$ cat config.mk
export PLATFORM = sky130hd
export DESIGN_NAME = zigzag_rd_addr_gen_flat
export DESIGN_NICKNAME = d
export VERILOG_FILES = /design/src/rtl/zigzag_rd_addr_gen_if.sv /design/src/rtl/zigzag_rd_addr_gen.sv /design/src/flat_wrapper.sv
export SDC_FILE = /design/constraint.sdc
export NUM_CORES = 1
export LEC_CHECK = 0
export CORE_MARGIN = 3
export CORE_UTILIZATION = 30
export DETAILED_ROUTE_END_ITERATION = 10
export PLACE_DENSITY = 0.63
export SYNTH_ARGS = -nofsm -noshare
export SYNTH_HDL_FRONTEND = slang
export SYNTH_SLANG_ARGS = --single-unit
$ cat constraint.sdc
create_clock -name clk -period 1.9 [get_ports clk]
set_input_delay 0.38 -clock clk [delete_from_list [all_inputs] [get_ports clk]]
set_output_delay 0.38 -clock clk [all_outputs]
set_load 0.03 [all_outputs]
$ cat src/rtl/zigzag_rd_addr_gen_if.sv
// -----------------------------------------------------------------------------
// zigzag_rd_addr_gen_if
// Request/address bus between a block consumer and the zigzag read-address
// generator. The generator side owns valid/done/addr and listens to start;
// the consumer side issues start and watches the address stream.
// -----------------------------------------------------------------------------
interface zigzag_rd_addr_gen_if #(
    parameter int ROW = 8,
    parameter int COL = 8
) ();

    localparam int AW = $clog2(ROW) + $clog2(COL);

    logic          start;
    logic          done;
    logic          valid;
    logic [AW-1:0] addr;

    // Address generator side.
    modport master (
        input  start,
        output done,
        output valid,
        output addr
    );

    // Consumer side: requests a scan and receives the address stream.
    modport slave (
        output start,
        input  done,
        input  valid,
        input  addr
    );

endinterface : zigzag_rd_addr_gen_if

$ cat src/rtl/zigzag_rd_addr_gen.sv
// -----------------------------------------------------------------------------
// zigzag_rd_addr_gen
// Read-address sequencer for a ROW x COL coefficient buffer. A one-cycle start
// launches a scan that emits every buffer address in JPEG zigzag order, one per
// clock, qualified by valid; done accompanies the final address.
//
// Build option: define RD_ADDR_TRANSPOSE_EN to address a column-major buffer
// (addr = x*ROW + y). Default is row-major (addr = y*COL + x). The visiting
// order, sequence length and handshake timing are identical in both builds.
// -----------------------------------------------------------------------------
module zigzag_rd_addr_gen #(
    parameter int WIDTH = 16,  // buffer word width, carried for consistency only
    parameter int ROW   = 8,   // block rows (y), power of two >= 2
    parameter int COL   = 8    // block columns (x), power of two >= 2
) (
    input  logic                    clk,
    input  logic                    rst_n,
    zigzag_rd_addr_gen_if.master    bus
);

    localparam int XW = $clog2(COL);
    localparam int YW = $clog2(ROW);
    localparam int AW = XW + YW;

    localparam logic [XW-1:0] X_ZERO = '0;
    localparam logic [YW-1:0] Y_ZERO = '0;
    localparam logic [XW-1:0] X_ONE  = XW'(1);
    localparam logic [YW-1:0] Y_ONE  = YW'(1);
    localparam logic [XW-1:0] X_LAST = XW'(COL - 1);
    localparam logic [YW-1:0] Y_LAST = YW'(ROW - 1);

    // Elaboration-time parameter sanity checks.
    if ((ROW < 2) || ((ROW & (ROW - 1)) != 0)) begin : g_bad_row
        $error("zigzag_rd_addr_gen: ROW must be a power of two >= 2");
    end
    if ((COL < 2) || ((COL & (COL - 1)) != 0)) begin : g_bad_col
        $error("zigzag_rd_addr_gen: COL must be a power of two >= 2");
    end
    if (WIDTH < 1) begin : g_bad_width
        $error("zigzag_rd_addr_gen: WIDTH must be >= 1");
    end

    typedef enum logic {
        IDLE = 1'b0,
        SCAN = 1'b1
    } state_e;

    typedef enum logic {
        DIR_UP   = 1'b0,   // moving up-right: x++, y--
        DIR_DOWN = 1'b1    // moving down-left: x--, y++
    } dir_e;

    state_e        state_q;
    dir_e          dir_q,   dir_d;
    logic [XW-1:0] x_q,     x_d;
    logic [YW-1:0] y_q,     y_d;
    logic          valid_q;
    logic          done_q,  done_d;
    logic [AW-1:0] addr_q,  addr_d;
    logic          at_last;

    // Buffer address of a block position; the only place the build option acts.
    function automatic logic [AW-1:0] pos_to_addr(input logic [XW-1:0] x,
                                                  input logic [YW-1:0] y);
`ifdef RD_ADDR_TRANSPOSE_EN
        return {x, y};   // column-major: x*ROW + y
`else
        return {y, x};   // row-major:    y*COL + x
`endif
    endfunction

    // Next zigzag position from the current one; edge tests in priority order
    // so the corners (0,COL-1) and (ROW-1,0) turn the standard way.
    always_comb begin
        // NOTE: every always_comb output gets a default first so no path can
        // leave it unassigned and infer a latch.
        x_d   = x_q;
        y_d   = y_q;
        dir_d = dir_q;
        if (dir_q == DIR_UP) begin
            if (x_q == X_LAST) begin
                y_d   = y_q + Y_ONE;
                dir_d = DIR_DOWN;
            end else if (y_q == Y_ZERO) begin
                x_d   = x_q + X_ONE;
                dir_d = DIR_DOWN;
            end else begin
                x_d = x_q + X_ONE;
                y_d = y_q - Y_ONE;
            end
        end else begin
            if (y_q == Y_LAST) begin
                x_d   = x_q + X_ONE;
                dir_d = DIR_UP;
            end else if (x_q == X_ZERO) begin
                y_d   = y_q + Y_ONE;
                dir_d = DIR_UP;
            end else begin
                x_d = x_q - X_ONE;
                y_d = y_q + Y_ONE;
            end
        end
    end

    // Registered outputs describe the position about to be presented.
    assign addr_d  = pos_to_addr(x_d, y_d);
    assign done_d  = (x_d == X_LAST) && (y_d == Y_LAST);
    assign at_last = (x_q == X_LAST) && (y_q == Y_LAST);

    // Scan FSM: holds the presented position and drives all outputs from flops.
    always_ff @(posedge clk or negedge rst_n) begin
        if (!rst_n) begin
            state_q <= IDLE;
            dir_q   <= DIR_UP;
            x_q     <= X_ZERO;
            y_q     <= Y_ZERO;
            valid_q <= 1'b0;
            done_q  <= 1'b0;
            addr_q  <= '0;
        end else begin
            // NOTE: sequential state uses non-blocking assignments so every
            // register samples pre-edge values regardless of statement order.
            case (state_q)
                IDLE: begin
                    dir_q  <= DIR_UP;
                    x_q    <= X_ZERO;
                    y_q    <= Y_ZERO;
                    done_q <= 1'b0;
                    addr_q <= '0;
                    if (bus.start) begin
                        state_q <= SCAN;
                        valid_q <= 1'b1;   // position (0,0) is presented first
                    end else begin
                        valid_q <= 1'b0;
                    end
                end
                SCAN: begin
                    // start is deliberately ignored for the whole scan.
                    if (at_last) begin
                        state_q <= IDLE;
                        dir_q   <= DIR_UP;
                        x_q     <= X_ZERO;
                        y_q     <= Y_ZERO;
                        valid_q <= 1'b0;
                        done_q  <= 1'b0;
                        addr_q  <= '0;
                    end else begin
                        dir_q   <= dir_d;
                        x_q     <= x_d;
                        y_q     <= y_d;
                        valid_q <= 1'b1;
                        done_q  <= done_d;
                        addr_q  <= addr_d;
                    end
                end
                default: begin
                    state_q <= IDLE;
                    valid_q <= 1'b0;
                    done_q  <= 1'b0;
                    addr_q  <= '0;
                end
            endcase
        end
    end

    assign bus.valid = valid_q;
    assign bus.done  = done_q;
    assign bus.addr  = addr_q;

endmodule : zigzag_rd_addr_gen

$ cat src/flat_wrapper.sv
// flat-port wrapper written by rule: the top's interface ports become plain ports
module zigzag_rd_addr_gen_flat 
#(
    parameter int WIDTH = 16,                                                    
    parameter int ROW   = 8,                                       
    parameter int COL   = 8                                           
)
  (clk, rst_n, bus_start, bus_done, bus_valid, bus_addr);
  zigzag_rd_addr_gen_if #(.ROW(ROW), .COL(COL)) bus_i ();
  input  logic clk;
  input  logic rst_n;
  input wire logic [$bits(bus_i.start)-1:0] bus_start;
  output wire logic [$bits(bus_i.done)-1:0] bus_done;
  output wire logic [$bits(bus_i.valid)-1:0] bus_valid;
  output wire logic [$bits(bus_i.addr)-1:0] bus_addr;
  assign bus_i.start = bus_start;
  assign bus_done = bus_i.done;
  assign bus_valid = bus_i.valid;
  assign bus_addr = bus_i.addr;
  zigzag_rd_addr_gen #(.WIDTH(WIDTH), .ROW(ROW), .COL(COL)) u_core (.clk(clk), .rst_n(rst_n), .bus(bus_i));
endmodule
* Yosys cells after proc, flatten, opt, wreduce, memory -nomap -nowiden
Index checks and enable logic that the tools add are counted.
** Storage, ports and cells
- Output and inout port bits :: 8
- Register bits after elaboration :: 15
- Input port bits :: 3
- Logic and storage cells :: 45
** Operators by class
- Reduce and logical (&&, ||, !) cells :: 4
- Mux-type cells :: 26
- Add/sub/neg operators :: 4
- Bitwise logic cells :: 1
- Equality and inequality tests :: 4
** Operator list (number)
- 3-bit 2-to-1 mux :: 10
- 3-bit equality test, second input constant :: 4
- 3-bit one-hot mux with 2 select lines :: 2
- 6-bit one-hot mux with 2 select lines :: 1
- 1-bit 2-to-1 mux :: 9
- 3-bit by 1-bit adder with 3-bit output, second input constant :: 2
- 3-bit zero test :: 2
- 6-bit 2-to-1 mux :: 1
- 1-bit one-hot mux with 2 select lines :: 3
- 3-bit by 1-bit subtractor with 3-bit output, second input constant :: 2
- 1-bit logical AND :: 2
- 1-bit inverter :: 1

* Longest topological paths before layout
- Depth in word-level cells :: 8
- Gate-level depth with buffers :: 7
- Gate-level depth less buffers :: 7

* Least setup slack after synthesis
OpenSTA, ideal clock, no wires.
- Path kind :: reg2reg
- From :: reg u_core.y_q[0]
- To :: reg u_core.done_q, in the netlist u_core.bus.done
- Path slack :: -0.129 ns
- Period minus slack after synthesis :: 2.029 ns
- Path buffers :: 0
- Setup time :: 0.121 ns
- Data arrival time :: 1.907 ns
- Data required time :: 1.779 ns
- Cell stages (with the launch flop) :: 7
- Path through :: dfrtp_1 > inv_1 > ha_1 > or4b_1 > o221a_2 > o211a_1 > and4bb_1
** On the way
- Cells in the longest elaborated chain, start to end :: 8
- Elaborated cells on any way between the ends :: 16
- Classes of those cells :: 2 x add/sub; 3 x eq/ne; 8 x mux; 3 x reduce/logical
** Ends and longest elaborated chain
- start, declared :: line zigzag_rd_addr_gen.sv:56 : logic [YW-1:0] y_q, y_d;
- start signal, assigned :: line zigzag_rd_addr_gen.sv:150 : y_q <= y_d;
- 3-bit by 1-bit subtractor with 3-bit output / 3-bit zero test (equally long branches) :: line zigzag_rd_addr_gen.sv:89, zigzag_rd_addr_gen.sv:84
- 3-bit 2-to-1 mux :: line zigzag_rd_addr_gen.sv:84 : end else if (y_q == Y_ZERO) begin
- 3-bit 2-to-1 mux :: line zigzag_rd_addr_gen.sv:81 : if (x_q == X_LAST) begin
- 3-bit 2-to-1 mux :: line zigzag_rd_addr_gen.sv:80 : if (dir_q == DIR_UP) begin
- 3-bit equality test :: line zigzag_rd_addr_gen.sv:107 : assign done_d = (x_d == X_LAST) && (y_d == Y_LAST);
- 1-bit logical AND :: line zigzag_rd_addr_gen.sv:107
- 1-bit 2-to-1 mux * :: line zigzag_rd_addr_gen.sv:139 : if (at_last) begin
- 1-bit one-hot mux with 2 select lines * :: line zigzag_rd_addr_gen.sv:123 : case (state_q)
- end signal, assigned :: line zigzag_rd_addr_gen.sv:152 : done_q <= done_d;
- end, declared :: line zigzag_rd_addr_gen.sv:58 : logic done_q, done_d;
Mark *: on every way between the ends. The rest lies on a longest branch, timed or not.

* Worst setup path in the final report
Ends and elaborated chain as after synthesis.

==> reports/results.tsv <==
stage	metric	value	unit
worst_setup_path	critPathLaunchType	register	
run_status	status	finished clean	
power_and_ir_drop	power.density	351	nW/um^2
worst_setup_path	cpMaxStageDelayCell	dfrtp_2	
min_path	hold_path_class	input port to async pin	
power_and_ir_drop	ir_drop	0.000278	V
die	start_util	0.332	
placement	numPortBuffers	10	
synthesis	synth_top_cell_by_area	dfrtp_1	
die	ioPinCount	11	
placement	placed_cells	121	
cts	cts-root-buf	clkbuf_4	
worst_setup_path	worstPathArrival	1.97	ns
cells_and_area	drive_above_1_share	0.224	
die	die_x	56.9	um
cts	cts_buffers	3	
timing	final-hold-violation-count	0	
worst_setup_path	cp_top_family	simple AND/OR/NAND/NOR gates	
routing	route.detailed.drc	0	
cells_and_area	final_cells	126	
die	fp.dieH	56.9	um
cts	cts_tree	yes	
placement	place_hpwl	1270	um
timing	finalClockSkew	0.00702	ns
timing	worst_slack	0.0860	ns
synthesis	synth.top_cell.area_share	0.290	
synthesis	synth_area_leaders	dfrtp_1 (29%), ha_1 (16%), inv_1 (4.8%)	
synthesis	ys_async_sr_fraction	1.00	
synthesis	synth_area_per_cell	9.48	sq um
synthesis	synth_cells	82	
synthesis	ys_types	37	
routing	drtIter0Drc	2	
cells_and_area	multi_input_area	529	sq um
worst_setup_path	max_stage_delay	0.43	ns
cells_and_area	fillers	243	
routing	routedWlPerCell	12.7	um
cells_and_area	final_nets	112	
timing	slew_violations	0	
routing	ant_nets	0	
routing	dr_total_vias	626	
cells_and_area	antenna_cells	0	
routing	viasPerCell	4.97	
synthesis	yosysWarnings	0	
worst_setup_path	crit_buf_inv	0	
timing	hold_slack	0.406	ns
placement	dp_slack	0.0267	ns
die	die-area	3240	sq um
synthesis	synth_ff_type	dfrtp_1	
timing	post-route-period-util	0.955	
cts	clock_latency	0.26	ns
synthesis	synth_edf_count	0	
worst_setup_path	setup.worst_path.class	register to register	
worst_setup_path	crit_required	2.06	ns
die	num_rows	17	
cts	cts_max_level	1	
cts	clk_pin_slew	0.06	ns
cts	ctsLongestPathBuffers	2	
flow_run	max-cap-violations	0	
global_routing	grt_max_degree	14	
routing	dr.pass1.iters	4	
timing	rsz0062_at_grt	true	
worst_setup_path	critPathMaxFanout	7	
timing	worstMarginPinSlew	0.400	ns
timing	setup_viol	0	
routing	drt_wl_total	1600	um
power_and_ir_drop	fin_total_pwr	346	uW
power_and_ir_drop	leakage	0.000477	uW
cells_and_area	area_growth	26.9	%
synthesis	synthesis.nets	95	
worst_setup_path	path_cells	ha_1 -> ha_2 -> nor4bb_2 -> nor3_1 -> o211a_1 -> and4bb_1	
timing	fmax	551	MHz
synthesis	synth-seq-area-share	0.290	
timing	max-slew-margin-rel	0.732	
cells_and_area	seqCellArea	229	sq um
synthesis	synth_top_cells_by_count	ha_1 (10), inv_1 (10), dfrtp_1 (9)	
global_routing	grt.overflow.total	0	
global_routing	grt_pass1_vias	623	
global_routing	grt_antenna_before_repair	0	
cts	numClockSinks	9	
worst_setup_path	crit_path_end_kind	register	
placement	place.gp.congestion	0.846	
die	core_region_area	2340	sq um
synthesis	synth_seq_cells	9	
global_routing	groute.usage.overall	0.111	
global_routing	grt_pass1_wl	2870	um
synthesis	syn-cell-area	777	sq um
worst_setup_path	r2r_slack	0.09	ns
timing	min_period	1.81	ns
-- per-stage QoR --
step                utilization  area [sq um]  TNS (ns)
floorplan                     -           798         0
detailed placement        0.403           943         0
global placement          0.403           943         0
CTS                       0.414           968         0
global route              0.421           986  -0.00680
finish                    0.421           986         0
-- state kept, by name, indices dropped and copies added (netlist names) --
register         count
u_core.bus.addr      2
u_core.x_q           2
u_core.y_q           2
u_core.bus.done      1
u_core.dir_q         1
u_core.state_q       1
-- path summary, 6_finish.rpt --
check,startpoint,to,cells past startpoint
max,u_core.y_q[0]$_DFF_PN0_,u_core.bus.done$_DFF_PN0_,6
min,rst_n,u_core.dir_q$_DFF_PN0_,1
max reg2reg,u_core.y_q[0]$_DFF_PN0_,u_core.bus.done$_DFF_PN0_,6
min reg2reg,u_core.state_q$_DFF_PN0_,u_core.state_q$_DFF_PN0_,1
max in group asynchronous,rst_n,u_core.x_q[0]$_DFF_PN0_,1
min in group clk,u_core.state_q$_DFF_PN0_,u_core.state_q$_DFF_PN0_,1
-- worst reg2reg max path: stages, from the launching register on --
cell and delay, ns:
dfrtp_2 0.43, ha_1 0.22, ha_2 0.22, nor4bb_2 0.33, nor3_1 0.11, o211a_1 0.20, and4bb_1 0.19
-- routing by layer --
layer	GRT usage	part of all wire
met5	0	0
met4	0.0695	0.027
met3	0.00690	0.014
met2	0.157	0.46
met1	0.162	0.50
-- cell usage in the layout (no fill, tap or decap), types with 2 or more instances in the layout --
master and instances:
a21oi_1 2, and3b_1 2, buf_4 4, clkbuf_4 3
clkdlybuf4s50_1 9, dfrtp_1 6, dfrtp_2 3, ha_1 8
inv_1 8, inv_2 2, nand2_1 7, nand2b_1 2
nor2_1 6, nor2b_1 2, o211ai_1 2, o21ai_0 2
o21ba_2 2
-- repair_timing --
action / 4_1_cts / 5_1_grt
endpoints found under the setup margin: 1 / 1
setup buffers: 0 / 1
pin swaps: 0 / 3
hold buffers: 0 / 0
endpoints found under the hold margin: 0 / 0
resized for setup: 1 / 4
-- kinds of logic after synthesis --
| logic type | count (synthesis) | share of synthesized area |
|---|---|---|
| compound gates | 17 | 0.208 |
| xor+xnor | 2 | 0.0225 |
| fa+ha+maj | 10 | 0.161 |
| buf+inv | 12 | 0.0644 |
| flops | 9 | 0.290 |
| simple gates | 32 | 0.254 |
-- report_power, final --
part / total, uW / internal (uW) / switching (uW)
clock: 147 / 80.9 / 65.7
sequential: 192 / 192 / 0
combinational: 7.61 / 3.71 / 3.90
total: 346 / 276 / 69.6
-- layout make-up --
class	instances	area share
inverter	10	0.0381
multi-input combinational	61	0.537
clock buffer	4	0.0266
tap	28	0.0355
sequential	9	0.232
timing repair buffer	14	0.131
No activity file was read; power rests on OpenSTA's default activity.
